File: config.mk
export PLATFORM = sky130hd
export DESIGN_NAME = elbeth_mem_arbiter_flat
export DESIGN_NICKNAME = d
export VERILOG_FILES = /design/src/rtl/elbeth_mem_arbiter_pkg.sv /design/src/rtl/elbeth_mem_arbiter_if.sv /design/src/rtl/elbeth_mem_watchdog.sv /design/src/rtl/elbeth_mem_arbiter.sv /design/src/flat_wrapper.sv
export SDC_FILE = /design/constraint.sdc
export NUM_CORES = 1
export LEC_CHECK = 0
export CELL_PAD_IN_SITES_DETAIL_PLACEMENT = 0
export CELL_PAD_IN_SITES_GLOBAL_PLACEMENT = 2
export CORE_ASPECT_RATIO = 0.7
export CORE_UTILIZATION = 16
export DETAILED_ROUTE_END_ITERATION = 10
export GPL_ROUTABILITY_DRIVEN = 0
export GPL_TIMING_DRIVEN = 0
export MAX_ROUTING_LAYER = met4
export PLACE_DENSITY_LB_ADDON = 0.05
export RECOVER_POWER = 25
export SETUP_SLACK_MARGIN = 0.3
export SYNTH_ARGS = -nofsm -noshare
export SYNTH_HDL_FRONTEND = slang
export SYNTH_SLANG_ARGS = --single-unit
File: constraint.sdc
create_clock -name clk -period 1.4 [get_ports clk]
set_input_delay 0.42 -clock clk [delete_from_list [all_inputs] [get_ports clk]]
set_output_delay 0.42 -clock clk [all_outputs]
set_load 0.02 [all_outputs]
File: src/rtl/elbeth_mem_arbiter_pkg.sv
// Shared constants for the elbeth unified memory arbiter: FSM state codes and
// memory write-enable codes. Imported by the arbiter, its watchdog and benches.
package elbeth_mem_arbiter_pkg;

    // Arbiter FSM state encodings
    localparam logic [1:0] ARB_IDLE    = 2'd0;
    localparam logic [1:0] ARB_SERVE_D = 2'd1;
    localparam logic [1:0] ARB_SERVE_I = 2'd2;

    // Byte-lane write enables presented on mem_rw
    localparam logic [3:0] MEM_RW_READ = 4'b0000;
    localparam logic [3:0] MEM_RW_BYTE = 4'b0001;
    localparam logic [3:0] MEM_RW_HALF = 4'b0011;
    localparam logic [3:0] MEM_RW_WORD = 4'b1111;

endpackage

File: src/rtl/elbeth_mem_arbiter_if.sv
// Bundle of the instruction port, data port and unified memory port around the
// arbiter. The slave modport is the arbiter's view (it serves the core and
// drives the memory); the master modport is the surrounding core + memory.
interface elbeth_mem_arbiter_if #(
    parameter int unsigned ADDR_WIDTH = 32,
    parameter int unsigned DATA_WIDTH = 32
);
    // Instruction requester (read-only)
    logic                  imem_en;
    logic [ADDR_WIDTH-1:0] imem_addr;
    logic [DATA_WIDTH-1:0] imem_data;
    logic                  imem_ready;
    logic                  imem_error;

    // Data requester (read/write)
    logic                  dmem_en;
    logic [ADDR_WIDTH-1:0] dmem_addr;
    logic [DATA_WIDTH-1:0] dmem_wdata;
    logic [3:0]            dmem_rw;
    logic [DATA_WIDTH-1:0] dmem_data;
    logic                  dmem_ready;
    logic                  dmem_error;

    // Unified memory port
    logic                  mem_en;
    logic [ADDR_WIDTH-1:0] mem_addr;
    logic [DATA_WIDTH-1:0] mem_wdata;
    logic [3:0]            mem_rw;
    logic [DATA_WIDTH-1:0] mem_data;
    logic                  mem_ready;

    modport slave (
        input  imem_en, imem_addr,
        output imem_data, imem_ready, imem_error,
        input  dmem_en, dmem_addr, dmem_wdata, dmem_rw,
        output dmem_data, dmem_ready, dmem_error,
        output mem_en, mem_addr, mem_wdata, mem_rw,
        input  mem_data, mem_ready
    );

    modport master (
        output imem_en, imem_addr,
        input  imem_data, imem_ready, imem_error,
        output dmem_en, dmem_addr, dmem_wdata, dmem_rw,
        input  dmem_data, dmem_ready, dmem_error,
        input  mem_en, mem_addr, mem_wdata, mem_rw,
        output mem_data, mem_ready
    );

endinterface

File: src/rtl/elbeth_mem_watchdog.sv
// Access watchdog for the memory arbiter: counts cycles spent waiting for
// mem_ready and flags the terminal count. Only instantiated when
// ELBETH_MEM_TIMEOUT_EN is defined.
module elbeth_mem_watchdog #(
    parameter int unsigned TIMEOUT_CYCLES = 255
) (
    input  logic clk,
    input  logic rst,
    input  logic i_clear,
    input  logic i_tick,
    output logic o_expired_c
);

    localparam int unsigned CNT_W = $clog2(TIMEOUT_CYCLES + 1);

    logic [CNT_W-1:0] r_count;

    // Wait-cycle counter; held at terminal count until cleared
    always_ff @(posedge clk) begin
        if (rst || i_clear) begin
            r_count <= '0;
        end else if (i_tick && !o_expired_c) begin
            r_count <= r_count + CNT_W'(1);
        end
    end

    assign o_expired_c = (r_count == CNT_W'(TIMEOUT_CYCLES));

endmodule

File: src/rtl/elbeth_mem_arbiter.sv
// elbeth_mem_arbiter: shares one memory port between the instruction fetch
// and the data (load/store) requesters. Data has fixed priority because a
// pending data access freezes the whole pipeline. Requests are sampled only
// in IDLE; completions pass mem_ready straight through to the owner.
// Optional feature macro: ELBETH_MEM_TIMEOUT_EN (abort accesses that wait
// TIMEOUT_CYCLES without mem_ready, flagging *_error).
module elbeth_mem_arbiter #(
    parameter int unsigned ADDR_WIDTH     = 32,
    parameter int unsigned DATA_WIDTH     = 32,
    parameter int unsigned TIMEOUT_CYCLES = 255
) (
    input logic                 clk,
    input logic                 rst,
    elbeth_mem_arbiter_if.slave bus
);

    import elbeth_mem_arbiter_pkg::*;

    logic [1:0]            r_state;
    logic [1:0]            w_next_state;
    logic                  w_load_d;
    logic                  w_load_i;
    logic                  w_serve_d;
    logic                  w_serve_i;
    logic                  w_serving;
    logic                  w_timeout;
    logic                  w_done;

    logic                  r_mem_en;
    logic [ADDR_WIDTH-1:0] r_mem_addr;
    logic [DATA_WIDTH-1:0] r_mem_wdata;
    logic [3:0]            r_mem_rw;

    assign w_serve_d = (r_state == ARB_SERVE_D);
    assign w_serve_i = (r_state == ARB_SERVE_I);
    assign w_serving = w_serve_d | w_serve_i;
    assign w_done    = bus.mem_ready | w_timeout;

`ifdef ELBETH_MEM_TIMEOUT_EN
    logic w_expired_c;

    elbeth_mem_watchdog #(
        .TIMEOUT_CYCLES (TIMEOUT_CYCLES)
    ) u_watchdog (
        .clk         (clk),
        .rst         (rst),
        .i_clear     (~w_serving),
        .i_tick      (w_serving & ~bus.mem_ready),
        .o_expired_c (w_expired_c)
    );

    // A mem_ready on the terminal cycle wins over the abort
    assign w_timeout      = w_serving & w_expired_c & ~bus.mem_ready;
    assign bus.imem_data  = w_timeout ? '0 : bus.mem_data;
    assign bus.dmem_data  = w_timeout ? '0 : bus.mem_data;
`else
    logic w_unused_cfg;

    assign w_unused_cfg   = ^32'(TIMEOUT_CYCLES);
    assign w_timeout      = 1'b0;
    assign bus.imem_data  = bus.mem_data;
    assign bus.dmem_data  = bus.mem_data;
`endif

    // Completion goes only to a requester still asking; abandoned accesses are dropped
    assign bus.dmem_ready = w_serve_d & bus.dmem_en & w_done;
    assign bus.imem_ready = w_serve_i & bus.imem_en & w_done;
    assign bus.dmem_error = w_serve_d & bus.dmem_en & w_timeout;
    assign bus.imem_error = w_serve_i & bus.imem_en & w_timeout;

    assign bus.mem_en    = r_mem_en;
    assign bus.mem_addr  = r_mem_addr;
    assign bus.mem_wdata = r_mem_wdata;
    assign bus.mem_rw    = r_mem_rw;

    // FSM state register
    always_ff @(posedge clk) begin
        if (rst) begin
            r_state <= ARB_IDLE;
        end else begin
            r_state <= w_next_state;
        end
    end

    // Next-state and grant decode: data over instruction
    always_comb begin
        w_next_state = r_state;
        w_load_d     = 1'b0;
        w_load_i     = 1'b0;
        case (r_state)
            ARB_IDLE: begin
                if (bus.dmem_en) begin
                    w_next_state = ARB_SERVE_D;
                    w_load_d     = 1'b1;
                end else if (bus.imem_en) begin
                    w_next_state = ARB_SERVE_I;
                    w_load_i     = 1'b1;
                end
            end
            ARB_SERVE_D, ARB_SERVE_I: begin
                if (w_done) begin
                    w_next_state = ARB_IDLE;
                end
            end
            default: w_next_state = ARB_IDLE;
        endcase
    end

    // Capture the granted request and hold it stable for the whole access
    always_ff @(posedge clk) begin
        if (rst) begin
            r_mem_en    <= 1'b0;
            r_mem_addr  <= '0;
            r_mem_wdata <= '0;
            r_mem_rw    <= MEM_RW_READ;
        end else if (w_load_d) begin
            r_mem_en    <= 1'b1;
            r_mem_addr  <= bus.dmem_addr;
            r_mem_wdata <= bus.dmem_wdata;
            r_mem_rw    <= bus.dmem_rw;
        end else if (w_load_i) begin
            r_mem_en    <= 1'b1;
            r_mem_addr  <= bus.imem_addr;
            r_mem_wdata <= '0;
            r_mem_rw    <= MEM_RW_READ;
        end else if (w_serving && w_done) begin
            r_mem_en    <= 1'b0;
        end
    end

endmodule

File: src/flat_wrapper.sv
// flat-port wrapper written by rule: the top's interface ports become plain ports
module elbeth_mem_arbiter_flat import elbeth_mem_arbiter_pkg::*;
#(
    parameter int unsigned ADDR_WIDTH     = 32,
    parameter int unsigned DATA_WIDTH     = 32,
    parameter int unsigned TIMEOUT_CYCLES = 255
)
  (clk, rst, bus_imem_en, bus_imem_addr, bus_imem_data, bus_imem_ready, bus_imem_error, bus_dmem_en, bus_dmem_addr, bus_dmem_wdata, bus_dmem_rw, bus_dmem_data, bus_dmem_ready, bus_dmem_error, bus_mem_en, bus_mem_addr, bus_mem_wdata, bus_mem_rw, bus_mem_data, bus_mem_ready);
  elbeth_mem_arbiter_if #(.ADDR_WIDTH(ADDR_WIDTH), .DATA_WIDTH(DATA_WIDTH)) bus_i ();
  input logic clk;
  input logic rst;
  input wire logic [$bits(bus_i.imem_en)-1:0] bus_imem_en;
  input wire logic [$bits(bus_i.imem_addr)-1:0] bus_imem_addr;
  output wire logic [$bits(bus_i.imem_data)-1:0] bus_imem_data;
  output wire logic [$bits(bus_i.imem_ready)-1:0] bus_imem_ready;
  output wire logic [$bits(bus_i.imem_error)-1:0] bus_imem_error;
  input wire logic [$bits(bus_i.dmem_en)-1:0] bus_dmem_en;
  input wire logic [$bits(bus_i.dmem_addr)-1:0] bus_dmem_addr;
  input wire logic [$bits(bus_i.dmem_wdata)-1:0] bus_dmem_wdata;
  input wire logic [$bits(bus_i.dmem_rw)-1:0] bus_dmem_rw;
  output wire logic [$bits(bus_i.dmem_data)-1:0] bus_dmem_data;
  output wire logic [$bits(bus_i.dmem_ready)-1:0] bus_dmem_ready;
  output wire logic [$bits(bus_i.dmem_error)-1:0] bus_dmem_error;
  output wire logic [$bits(bus_i.mem_en)-1:0] bus_mem_en;
  output wire logic [$bits(bus_i.mem_addr)-1:0] bus_mem_addr;
  output wire logic [$bits(bus_i.mem_wdata)-1:0] bus_mem_wdata;
  output wire logic [$bits(bus_i.mem_rw)-1:0] bus_mem_rw;
  input wire logic [$bits(bus_i.mem_data)-1:0] bus_mem_data;
  input wire logic [$bits(bus_i.mem_ready)-1:0] bus_mem_ready;
  assign bus_i.imem_en = bus_imem_en;
  assign bus_i.imem_addr = bus_imem_addr;
  assign bus_imem_data = bus_i.imem_data;
  assign bus_imem_ready = bus_i.imem_ready;
  assign bus_imem_error = bus_i.imem_error;
  assign bus_i.dmem_en = bus_dmem_en;
  assign bus_i.dmem_addr = bus_dmem_addr;
  assign bus_i.dmem_wdata = bus_dmem_wdata;
  assign bus_i.dmem_rw = bus_dmem_rw;
  assign bus_dmem_data = bus_i.dmem_data;
  assign bus_dmem_ready = bus_i.dmem_ready;
  assign bus_dmem_error = bus_i.dmem_error;
  assign bus_mem_en = bus_i.mem_en;
  assign bus_mem_addr = bus_i.mem_addr;
  assign bus_mem_wdata = bus_i.mem_wdata;
  assign bus_mem_rw = bus_i.mem_rw;
  assign bus_i.mem_data = bus_mem_data;
  assign bus_i.mem_ready = bus_mem_ready;
  elbeth_mem_arbiter #(.ADDR_WIDTH(ADDR_WIDTH), .DATA_WIDTH(DATA_WIDTH), .TIMEOUT_CYCLES(TIMEOUT_CYCLES)) u_core (.clk(clk), .rst(rst), .bus(bus_i));
endmodule
======== Word-level counts from Yosys, hierarchy flattened ========
Cells that the tools add are included.
storage, ports and cells
  register bits ........................... 71
operators by class
  bitwise operators ....................... 5
  reductions and logical operators ........ 6
  eq/ne operators ......................... 4
  mux-type cells .......................... 18
operators with widths
  kind                                                 count
  2-to-1 mux 32 bit                                    4
  2-to-1 mux 1 bit                                     8
  2-to-1 mux 4 bit                                     2
  2-to-1 mux 2 bit                                     3
  AND 1 bit                                            4
  one-hot mux 2 bit (2 select lines)                   1
  != test 3 bit, second input constant                 1
  nonzero test 3 bit                                   1
  equality test 2 x 1 -> 1 bit, second input constant  1
  equality test 2 bit, second input constant           1
  logical NOT 2 bit                                    1
  != test 2 bit, second input constant                 1
  AND reduction 2 bit                                  1
  nonzero test 2 bit                                   1
  OR reduction 2 bit                                   1
  logical AND 1 bit                                    1
  bitwise OR 1 bit                                     1

======== Logic depth before layout (Yosys ltp) ========
Gate-level depths: netlist (run 1).
  depth after elaboration ................. 6
  depth in mapped cells ................... 8
  depth with buffers taken out ............ 5

======== Least setup slack after synthesis (run 1) ========
No wires, ideal clock.
  path kind ............................... reg-to-reg
  start point ............................. register u_core.r_state[0]
  end point ............................... register u_core.r_mem_en (netlist: u_core.bus.mem_en)
  path buffers ............................ 3
  stages on the path, launching flop included .. 9
  data arrival time ....................... 1278 ps
  data required time ...................... 1278 ps
  setup slack ............................. -1 ps
  clock period less this slack ............ 1401 ps
  cell sequence ........................... dfxtp_1 > inv_1 > ha_1 > buf_4 > o21a_1 > buf_6 > buf_4 > a21oi_1 > nor2_1
on the way
  longest elaborated chain between the ends .. 4
ends and longest elaborated chain
  what                                                                     RTL line                                              RTL
  from (decl)                                                              elbeth_mem_arbiter.sv:19                              logic [1:0] r_state;
  from (signal assigned)                                                   elbeth_mem_arbiter.sv:81                              r_state <= w_next_state;
  equality test 2 x 1 -> 1 bit, or another cell as far along               elbeth_mem_arbiter.sv:34                              assign w_serve_d = (r_state == ARB_SERVE_D);
  bitwise OR 1 bit or 2-to-1 mux 1 bit (tied branches)                     elbeth_mem_arbiter.sv:36, elbeth_mem_arbiter.sv:90
  logical AND 1 bit or 2-to-1 mux 1 bit (tied branches)                    elbeth_mem_arbiter.sv:126, elbeth_mem_arbiter.sv:121
  nonzero test 3 bit (no source line) or 2-to-1 mux 1 bit (tied branches)  n/a
  to (signal assigned)                                                     elbeth_mem_arbiter.sv:117                             r_mem_en <= 1'b1;
  to (signal assigned)                                                     elbeth_mem_arbiter.sv:122                             r_mem_en <= 1'b1;
  to (signal assigned)                                                     elbeth_mem_arbiter.sv:127                             r_mem_en <= 1'b0;
  to (decl)                                                                elbeth_mem_arbiter.sv:29                              logic r_mem_en;
Parallel ways exist; a longest one is shown, timed or not.
A chain may end at the register's enable or synchronous reset.

======== Final worst setup path (run 1) ========
  start point ............................. register u_core.r_state[0]
  end point ............................... register u_core.r_mem_wdata[27] (netlist: u_core.bus.mem_wdata[27])
on the way
  longest elaborated chain between the ends .. 3
ends and longest elaborated chain
  what                                                     RTL line                   RTL
  logical NOT 2 bit *                                      elbeth_mem_arbiter.sv:90   case (r_state)
  2-to-1 mux 1 bit                                         elbeth_mem_arbiter.sv:90
  2-to-1 mux 32 bit or nonzero test 2 bit (tied branches)  n/a
  to (signal assigned)                                     elbeth_mem_arbiter.sv:119  r_mem_wdata <= bus.dmem_wdata;
  to (decl)                                                elbeth_mem_arbiter.sv:31   logic [DATA_WIDTH-1:0] r_mem_wdata;
Every way passes the cells marked *; elsewhere a longest branch is shown, timed or not.

==> out/metrics.yaml, run 1 <==
ys.warnings.count: 0
wirelength_um: 12700
htreeDepth: 3
finClkSkew_ns: 0.00679
holdPathEnd: "u_core.r_state[1]$_SDFFE_PP0P_"
grt_use_total: 0.116
dieHeight_um: 124
area_growth_pct: 109
ant_nets: 0
max_cap_viol_count: 0
final.min_clock_period_ns: 1.61
worst_path_largest_cell_delay_ns: 0.37
fin_crit_sh: 1.15
layout_commonest_cell: "buf_4"
clockRootBuffer: "clkbuf_16"
rsz0062_at_grt: "true"
setup_ws_ns: -0.211
drc: 0
relSlewSlack: 0.452
peakVddDrop_v: 0.000449
critPathBufInv: 5
cts_sinks: 71
syn_area_mm2: 0.00341
cts-hold-fix-buffers: 0
num_io_pins: 274
grt_max_degree: 13
met3_usage: 0.0452
clk_pin_slew_ns: 0.06
grt_antenna_before_repair: 0
port_buffers: 238
status: "finished, violations left"
worstSkewPairLatency_ns: 0.34
drt_iter0_markers: 87
stdcell_count: 892
dp.cells: 833
crit_chain: "inv_4 -> ha_4 -> buf_6 -> o21a_1 -> buf_6 -> buf_12 -> nor2_8 -> buf_8 -> a22o_1"
worstHoldStart: "rst"
drt-pass1-iter-count: 4
r2r_slack_ns: -0.21
synth_top_area_cell: "dfxtp_1"
use_met2: 0.188
critPathTopFamily: "buffers and inverters"
leakage_nw: 3.05
r2r_cells: 9
r2r_start: "u_core.r_state[0]$_SDFFE_PP0P_"
cp-end-kind: "flip-flop"
die_width_um: 177
power_mw: 7.84
diodes: 0
synth.avg_cell_area_um2: 10.7
crit_top_cell: "buf_6"
finalHoldViolCount: 0
met1_usage: 0.136
post-place-ws_ns: -0.984
wl_per_cell_um: 14.3
netlist_top_cells_area: "dfxtp_1 42%, buf_4 15%, a211oi_2 9.9%"
rows: 44
core_area_mm2: 0.0208
drive_gt1_frac: 0.628
synth_top_area_frac: 0.417
r2r-end: "u_core.bus.mem_wdata[27]$_SDFFE_PP0P_"
syn_inst: 318
arrival_ns: 1.89
start_util: 0.164
max_freq_ghz: 0.621
synth-seq-cells: 71
yosysSeqAreaShare: 0.417
die-area_mm2: 0.0219
drv_slew: 0
clock_path_buffers: 2
power_density_mw_per_mm2: 1100
top_usage_layer: "met2"
viasPerCell: 3.71
numCtsBuffers: 9
grt_pass1_wl_um: 18400
utilization: 0.343
slowest_stage: "dfxtp_4"
crit_type: "flip-flop to flip-flop"
via_count: 3311
grt_pass1_vias: 3375
layout_common_cells: "106 x buf_4, 100 x clkdlybuf4s50_1, 85 x buf_6, 63 x dfxtp_2, 36 x a22o_1"
setup_violations: 71
worstHoldPathCells: 2
tns_ns: -10.04
nets: 751
dp_hpwl_um: 8990
violations: "setup timing"
path_max_fanout: 10
cts_tree: "yes"
grt-ovfl-total: 0
min_path_type: "primary input to flip-flop"
ys_types: 25
start_kind: "flip-flop"
tightest_slew_ns: 0.821
crit_required_ns: 1.68
cell families (layout without fill, tap and decap cells):
logic type	count (synthesis)	count (layout)	synth area share
flops	71	71	0.417
fa+ha+maj	3	3	0.0110
other cells	1	2	0.00110
buf+inv	90	386	0.202
mux	29	29	0.0851
simple gates	50	51	0.0704
compound gates	74	74	0.213
Yosys cell counts:
| library cell | count |
|---|---|
| buf_4 | 70 |
| nand3_1 | 1 |
| a21o_1 | 1 |
| nor3_1 | 3 |
| buf_6 | 11 |
| buf_1 | 2 |
| mux2i_1 | 29 |
| nand2_1 | 3 |
| nor2_8 | 1 |
| nand3b_1 | 3 |
| ha_1 | 3 |
| conb_1 | 1 |
| o21a_1 | 1 |
| nor2_1 | 33 |
| o31ai_1 | 3 |
| dfxtp_1 | 71 |
| a211oi_2 | 27 |
| a211oi_1 | 3 |
| nand2b_1 | 3 |
| inv_1 | 2 |
| nor2_4 | 1 |
| buf_2 | 5 |
| a22o_1 | 36 |
| and3_1 | 2 |
| a21oi_1 | 3 |
worst max-delay path by stage:
stage                                              start                                     to  slack [ns]  cells past startpoint
after floorplan           u_core.r_state[1]$_SDFFE_PP0P_      u_core.bus.mem_rw[0]$_SDFFE_PP0P_        0.05                      8
after global placement                       bus_dmem_en                         bus_dmem_ready       -0.97                      4
after detailed placement                     bus_dmem_en                         bus_dmem_ready       -0.98                      4
after CTS                 u_core.r_state[1]$_SDFFE_PP0P_                         bus_dmem_ready       -0.22                      4
after global routing      u_core.r_state[0]$_SDFFE_PP0P_  u_core.bus.mem_wdata[29]$_SDFFE_PP0P_       -0.29                      9
final                     u_core.r_state[0]$_SDFFE_PP0P_  u_core.bus.mem_wdata[27]$_SDFFE_PP0P_       -0.21                      9
registers in the layout (all words and copies together) (netlist names):
register              count
u_core.bus.mem_rw         4
u_core.bus.mem_addr      32
u_core.bus.mem_wdata     32
u_core.bus.mem_en         1
u_core.r_state            2
through the flow:
stage,hold WS [ns],area [um2]
finish,0.405,7130
CTS,0.409,7000
global placement,0.455,6220
floorplan,0.510,3500
global route,0.401,7130
detailed placement,0.456,6220
report_power, final:
part	switching, mW	total [mW]	internal (mW)
registers	0.169	2.46	2.29
clock network	0.940	2.42	1.48
logic	1.30	2.96	1.66
total	2.41	7.84	5.43
layout make-up:
cell class / count / area [um2]
clock buffers: 12 / 256
flip-flops and latches: 71 / 1530
fillers: 2123 / 13700
clock inverters: 4 / 53.8
repair buffers: 280 / 2600
multi-input cells: 159 / 1570
plain buffers: 88 / 763
inverters: 2 / 12.5
well taps: 276 / 345
layer usage:
layer | wire length [um] | vias to the layer above
li1 | - | 1648
met1 | 5440 | 1519
met2 | 6100 | 139
met3 | 1080 | 5
met4 | 104 | 0
met5 | 0 | -
timing repair:
item                                    CTS  global route
gates cloned                              7             0
gates resized for setup                 836            35
buffers inserted                         21            15
endpoints found under the setup margin  206           161
pin swaps                                22             4
Note: power is estimated with default switching activity, not from simulation.
==> inputs of run 2 (changes only) <==
--- a/config.mk
+++ b/config.mk
@@ -5,10 +5,11 @@
 export SDC_FILE = /design/constraint.sdc
 export NUM_CORES = 1
 export LEC_CHECK = 0
+export ABC_AREA = 1
 export CELL_PAD_IN_SITES_DETAIL_PLACEMENT = 0
 export CELL_PAD_IN_SITES_GLOBAL_PLACEMENT = 2
 export CORE_ASPECT_RATIO = 0.7
-export CORE_UTILIZATION = 16
+export CORE_UTILIZATION = 15
 export DETAILED_ROUTE_END_ITERATION = 10
 export GPL_ROUTABILITY_DRIVEN = 0
 export GPL_TIMING_DRIVEN = 0
@@ -19,3 +20,4 @@
 export SYNTH_ARGS = -nofsm -noshare
 export SYNTH_HDL_FRONTEND = slang
 export SYNTH_SLANG_ARGS = --single-unit
+export TNS_END_PERCENT = 100
==> run 2 against run 1 <==
The run still ends with setup timing left; largest cell class unchanged; synthesized area grew 9.5%; global-route usage grew 0.44 points; synthesized cell count grew 65%; clock power grew 9.9%; worst setup slack gained 0.021 ns; critical path depth shrank 4; non-clock buffer count grew 5; utilization shrank 1.3 points; hold slack gained 0.062 ns.
==> out/metrics.yaml, run 2 <==
status: "finished, violations left"
violations: "setup timing"
wl_per_cell_um: 14.1
drv_slew: 0
p_clk_frac: 0.339
leakage_nw: 3.84
drc: 0
p_sw_mw: 2.43
grt_use_total: 0.121
max_cap_viol_count: 0
num_io_pins: 274
relSlewSlack: 0.471
drt-pass1-iter-count: 4
nets: 956
r2r_cells: 10
dp_hpwl_um: 11500
synth_top_area_cell: "dfxtp_1"
max_freq_ghz: 0.629
crit_type: "flip-flop to output pin"
synth-seq-cells: 71
synth_top_area_frac: 0.381
setup_violations: 70
clockRootBuffer: "clkbuf_16"
syn_area_mm2: 0.00373
critPathTopFamily: "flip-flops"
arrival_ns: 1.17
fill_cells: 2651
pwr-share-comb: 0.358
cts_tree: "yes"
grt_antenna_before_repair: 0
layout_commonest_cell: "buf_4"
syn_inst: 526
final.min_clock_period_ns: 1.59
clk_pin_slew_ns: 0.06
grt_pass1_wl_um: 22700
slowest_stage: "dfxtp_4"
rows: 47
clock_path_buffers: 2
peakVddDrop_v: 0.000538
start_util: 0.155
cts_sinks: 71
diodes: 0
min_path_type: "flip-flop to flip-flop"
synthArstFlopShare: 0
yosysMostFrequentCell: "nand2_1"
worstHoldPathCells: 2
layout_common_cells: "129 x buf_4, 124 x nand2_1, 100 x clkdlybuf4s50_1, 80 x buf_6, 63 x inv_1"
setup_ws_ns: -0.191
ys.flop_type: "dfxtp_1"
tightest_slew_ns: 0.794
cp-end-kind: "output pin"
area_growth_pct: 113
dieHeight_um: 134
sw_frac_of_total: 0.308
port_buffers: 238
ys.warnings.count: 0
synth_edf_count: 0
power_density_mw_per_mm2: 991
synth_common_cells: "175 x nand2_1, 71 x dfxtp_1, 68 x buf_4, 66 x inv_1, 57 x a21oi_1"
fin_crit_sh: 1.14
rsz0062_at_grt: "true"
r2r_slack_ns: -0.19
path_max_fanout: 3
power_mw: 7.87
die-area_mm2: 0.0255
core_area_mm2: 0.0241
worstSetupStartpoint: "u_core.r_state[1]$_SDFFE_PP0P_"
via_count: 4168
p_int_mw: 5.44
viasPerCell: 3.66
crit_chain: "inv_4 -> ha_4 -> nand2_4 -> nor2_4 -> buf_6"
finalHoldViolCount: 0
critical_path_depth: 5
finClkSkew_ns: 0.00803
r2r-end: "u_core.bus.mem_rw[2]$_SDFFE_PP0P_"
netlist_top_cells_area: "dfxtp_1 38%, nand2_1 18%, buf_4 14%"
worst_path_largest_cell_delay_ns: 0.37
post-place-ws_ns: -0.955
numCtsBuffers: 9
drive_gt1_frac: 0.540
start_kind: "flip-flop"
crit_required_ns: 0.98
htreeDepth: 3
r2r_start: "u_core.r_state[1]$_SDFFE_PP0P_"
synth.avg_cell_area_um2: 7.10
critPathBufInv: 2
grt_pass1_vias: 4088
endpoint: "bus_dmem_ready"
grt-ovfl-total: 0
die_width_um: 191
yosysSeqAreaShare: 0.381
grt_max_degree: 13
cts-hold-fix-buffers: 0
drt_iter0_markers: 77
worstSkewPairLatency_ns: 0.33
wirelength_um: 16100
p_seq_frac: 0.304
ys_types: 19
ant_nets: 0
[run 2: cell count changes in the layout (fill, tap and decap cells not counted), sizes merged, moves of 29 or more]
cell,before,now
nand2,3,178
a21oi,3,68
inv,2,67
a22o,36,0
nand3,1,35
nor2,36,3
a211oi,30,0
mux2i,29,0
[run 2: power groups by stage]
stage	sequential [mW]	clock (mW)	combinational [mW]
2_1_floorplan	2.54	0	0.974
3_3_place_gp	2.34	0	2.27
3_5_place_dp	2.34	0	2.27
4_1_cts	2.37	2.79	2.38
5_1_grt	2.41	2.85	3.02
6_report	2.39	2.66	2.81
[run 2: cell type report]
type / instances / area, um2 / share of cell area
plain buffers: 95 / 828 / 0.104
clock buffers: 10 / 229 / 0.0288
clock inverters: 6 / 109 / 0.0137
inverters: 68 / 280 / 0.0353
multi-input cells: 293 / 1930 / 0.243
flip-flops and latches: 71 / 1540 / 0.194
well taps: 318 / 398 / 0.0501
repair buffers: 278 / 2620 / 0.330
[run 2: cells by family after synthesis]
kind of cell,Yosys count,synth area share
adders and majority gates,3,0.0101
other,1,0.00100
DFF,71,0.381
and+or+nand+nor,220,0.252
AOI/OAI and AO/OA,68,0.102
buffers and inverters,163,0.254
[run 2: repair_timing]
| action | in CTS | in global routing |
|---|---|---|
| buffers inserted | 5 | 27 |
| hold endpoints to repair | 0 | 0 |
| pin swaps | 3 | 8 |
| gates resized for setup | 596 | 170 |
| cloned | 1 | 7 |
| endpoints found under the setup margin | 206 | 149 |
[run 2: worst register-to-register path: stages, from the launching register on]
cell       delay, ns
dfxtp_4         0.37
inv_4           0.08
ha_4            0.14
buf_8           0.12
nand2_8         0.09
nand2_8         0.12
clkinv_8        0.08
buf_16          0.16
clkbuf_16       0.18
nand2_4         0.05
a21oi_1         0.06
[run 2: how the worst min path moves through the flow]
stage                                                     start                               endpoint  slack [ns]
after floorplan                  u_core.r_state[1]$_SDFFE_PP0P_         u_core.r_state[1]$_SDFFE_PP0P_        0.45
after global placement     u_core.bus.mem_wdata[4]$_SDFFE_PP0P_   u_core.bus.mem_wdata[4]$_SDFFE_PP0P_        0.45
after detailed placement   u_core.bus.mem_wdata[4]$_SDFFE_PP0P_   u_core.bus.mem_wdata[4]$_SDFFE_PP0P_        0.45
after CTS                 u_core.bus.mem_wdata[26]$_SDFFE_PP0P_  u_core.bus.mem_wdata[26]$_SDFFE_PP0P_        0.47
after global routing      u_core.bus.mem_wdata[20]$_SDFFE_PP0P_  u_core.bus.mem_wdata[20]$_SDFFE_PP0P_        0.48
final                       u_core.bus.mem_addr[1]$_SDFFE_PP0P_    u_core.bus.mem_addr[1]$_SDFFE_PP0P_        0.47
[run 2: per-stage QoR]
step / cell area [um2] / hold WS (ns) / utilization / cells / TNS (ns)
floorplan: 3810 / 0.455 / - / 527 / 0
global placement: 6590 / 0.447 / 0.274 / 1083 / -49.05
detailed placement: 6590 / 0.452 / 0.274 / 1083 / -49.32
CTS: 7110 / 0.466 / 0.295 / 1105 / -10.51
global route: 7940 / 0.475 / 0.330 / 1139 / -13.35
finish: 7940 / 0.467 / 0.330 / 1139 / -8.39
[run 2: routing by layer]
metal | vias to the layer above | global-route usage | routed length, um
met2 | 118 | 0.192 | 7580
met5 | - | - | 0
met1 | 1914 | 0.153 | 7600
met3 | 9 | 0.0304 | 785
met4 | 0 | 0.0267 | 132
li1 | 2127 | - | -
==> inputs of run 3 (changes only) <==
--- a/config.mk
+++ b/config.mk
@@ -9,7 +9,9 @@
 export CELL_PAD_IN_SITES_DETAIL_PLACEMENT = 0
 export CELL_PAD_IN_SITES_GLOBAL_PLACEMENT = 2
 export CORE_ASPECT_RATIO = 0.7
+export CORE_MARGIN = 3
 export CORE_UTILIZATION = 15
+export CTS_CLUSTER_DIAMETER = 80
 export DETAILED_ROUTE_END_ITERATION = 10
 export GPL_ROUTABILITY_DRIVEN = 0
 export GPL_TIMING_DRIVEN = 0
==> run 3 against run 2 <==
The run still ends with setup timing left; first-iteration DRC count fell by 12%; combinational power rose by 13%; fmax fell by 0.61%; flip-flop and latch count did not move; count of clock-buffer cells in the layout fell by 1; global-route usage rose by 1.1 points; critical path depth rose by 6; worst setup slack got worse by 0.0097 ns; non-clock buffer count rose by 18; clock power fell by 5%; critical path type is now flip-flop to flip-flop; highest routed layer unchanged.
==> out/metrics.yaml, run 3 (synthesis gave the netlist of run 2 again) <==
r2r_start: "u_core.r_state[1]$_SDFFE_PP0P_"
viasPerCell: 3.66
status: "finished, violations left"
critical_path_depth: 11
cp-end-kind: "flip-flop"
tightest_slew_ns: 0.874
cts-hold-fix-buffers: 0
layout_common_cells: "123 x nand2_1, 105 x buf_4, 100 x clkdlybuf4s50_1, 84 x buf_6, 68 x dfxtp_2"
wl_per_cell_um: 15.1
ant_nets: 0
num_io_pins: 274
port_buffers: 238
worstSkewPairLatency_ns: 0.35
grt_antenna_before_repair: 0
r2r_slack_ns: -0.20
clk_pin_slew_ns: 0.06
die_width_um: 195
clockRootBuffer: "clkbuf_16"
slowest_stage: "dfxtp_4"
r2r_cells: 11
dp.cells: 1083
start_util: 0.155
worst_path_largest_cell_delay_ns: 0.38
grt_max_degree: 14
dp_hpwl_um: 12200
finalHoldViolCount: 0
peakVddDrop_v: 0.000516
grt-ovfl-total: 0
setup_violations: 71
crit_top_cell: "nand2_8"
drc: 0
start_kind: "flip-flop"
endpoint: "u_core.bus.mem_wdata[30]$_SDFFE_PP0P_"
violations: "setup timing"
grt_pass1_wl_um: 26600
stdcell_count: 1157
wirelength_um: 17500
area_growth_pct: 120
numCtsBuffers: 9
holdWs_ns: 0.461
power_density_mw_per_mm2: 982
htreeDepth: 3
max_cap_viol_count: 0
rows: 47
finClkSkew_ns: 0.00934
fin_crit_sh: 1.14
setup_ws_ns: -0.200
drv_slew: 0
post-place-ws_ns: -0.961
via_count: 4229
critPathBufInv: 6
worstSetupStartpoint: "u_core.r_state[1]$_SDFFE_PP0P_"
dieHeight_um: 138
crit_type: "flip-flop to flip-flop"
critPathTopFamily: "buffers and inverters"
core_area_mm2: 0.0241
path_max_fanout: 5
crit_chain: "inv_4 -> ha_4 -> buf_8 -> nand2_8 -> buf_12 -> nand2_8 -> inv_8 -> buf_16 -> clkbuf_16 -> nand2_1 -> a21oi_2"
min_path_type: "flip-flop to flip-flop"
r2r-end: "u_core.bus.mem_wdata[30]$_SDFFE_PP0P_"
drive_gt1_frac: 0.549
leakage_nw: 3.80
diodes: 0
rsz0062_at_grt: "true"
crit_required_ns: 1.67
drt-pass1-iter-count: 4
grt_use_total: 0.131
cts_sinks: 71
die-area_mm2: 0.0269
max_freq_ghz: 0.625
grt_pass1_vias: 4486
nets: 974
relSlewSlack: 0.417
cts_tree: "yes"
arrival_ns: 1.87
final.min_clock_period_ns: 1.60
layout_commonest_cell: "nand2_1"
clock_path_buffers: 2
drt_iter0_markers: 68
## run 3: cell types whose count changed in the layout (fill, tap and decap cells not counted), moves of 15 or more
cell	delta
buf_4	-24
nand3_1	-15
buf_2	+18
a21oi_2	-16
nand2_2	+22
nand2_4	-21
a21oi_1	+16
## run 3: final cells by class
type                       count  area (um2)
clock buffer                   9         225
clock inverter                 7        97.6
multi-input combinational    293        1860
sequential                    71        1520
buffer                        95         880
inverter                      68         284
tap                          318         398
fill                        2591       15800
timing repair buffer         296        2970
## run 3: metrics by stage
step,TNS [ns],cell area [um2],power [mW],utilization
floorplan,0,3810,3.52,-
global placement,-49.18,6590,4.62,0.274
detailed placement,-50.06,6590,4.63,0.274
CTS,-11.99,8000,8.10,0.333
global route,-16.28,8230,8.54,0.342
finish,-11.41,8230,8.08,0.342
## run 3: tightest hold or removal path: stages, from the launching register on
cell and delay (ns):
dfxtp_2 0.32, nand2_1 0.06, a21oi_1 0.05
## run 3: where the power goes
part,leakage (nW),internal [mW],total (mW),switching [mW]
Combinational,3.04,1.73,3.17,1.44
Clock,0.152,1.56,2.54,0.978
Sequential,0.612,2.24,2.37,0.136
## run 3: per-layer routing
layer	wire length, um	track usage
met1	8590	0.175
met3	754	0.0355
met2	8010	0.203
met5	0	-
met4	136	0.0238
## run 3: how the worst min path moves through the flow
stage,cells after the start,startpoint,end,slack (ns)
final,2,u_core.bus.mem_wdata[17]$_SDFFE_PP0P_,u_core.bus.mem_wdata[17]$_SDFFE_PP0P_,0.46
after floorplan,2,u_core.r_state[1]$_SDFFE_PP0P_,u_core.r_state[1]$_SDFFE_PP0P_,0.45
after global placement,2,u_core.bus.mem_wdata[4]$_SDFFE_PP0P_,u_core.bus.mem_wdata[4]$_SDFFE_PP0P_,0.45
after detailed placement,2,u_core.bus.mem_wdata[17]$_SDFFE_PP0P_,u_core.bus.mem_wdata[17]$_SDFFE_PP0P_,0.45
after CTS,2,u_core.bus.mem_addr[14]$_SDFFE_PP0P_,u_core.bus.mem_addr[14]$_SDFFE_PP0P_,0.47
after global routing,2,u_core.bus.mem_wdata[17]$_SDFFE_PP0P_,u_core.bus.mem_wdata[17]$_SDFFE_PP0P_,0.48
## run 3: what timing repair did
item / CTS / global route
pin swaps: 38 / 16
cloned: 13 / 3
gates resized for setup: 932 / 58
buffers inserted: 33 / 9
setup endpoints to repair: 206 / 162
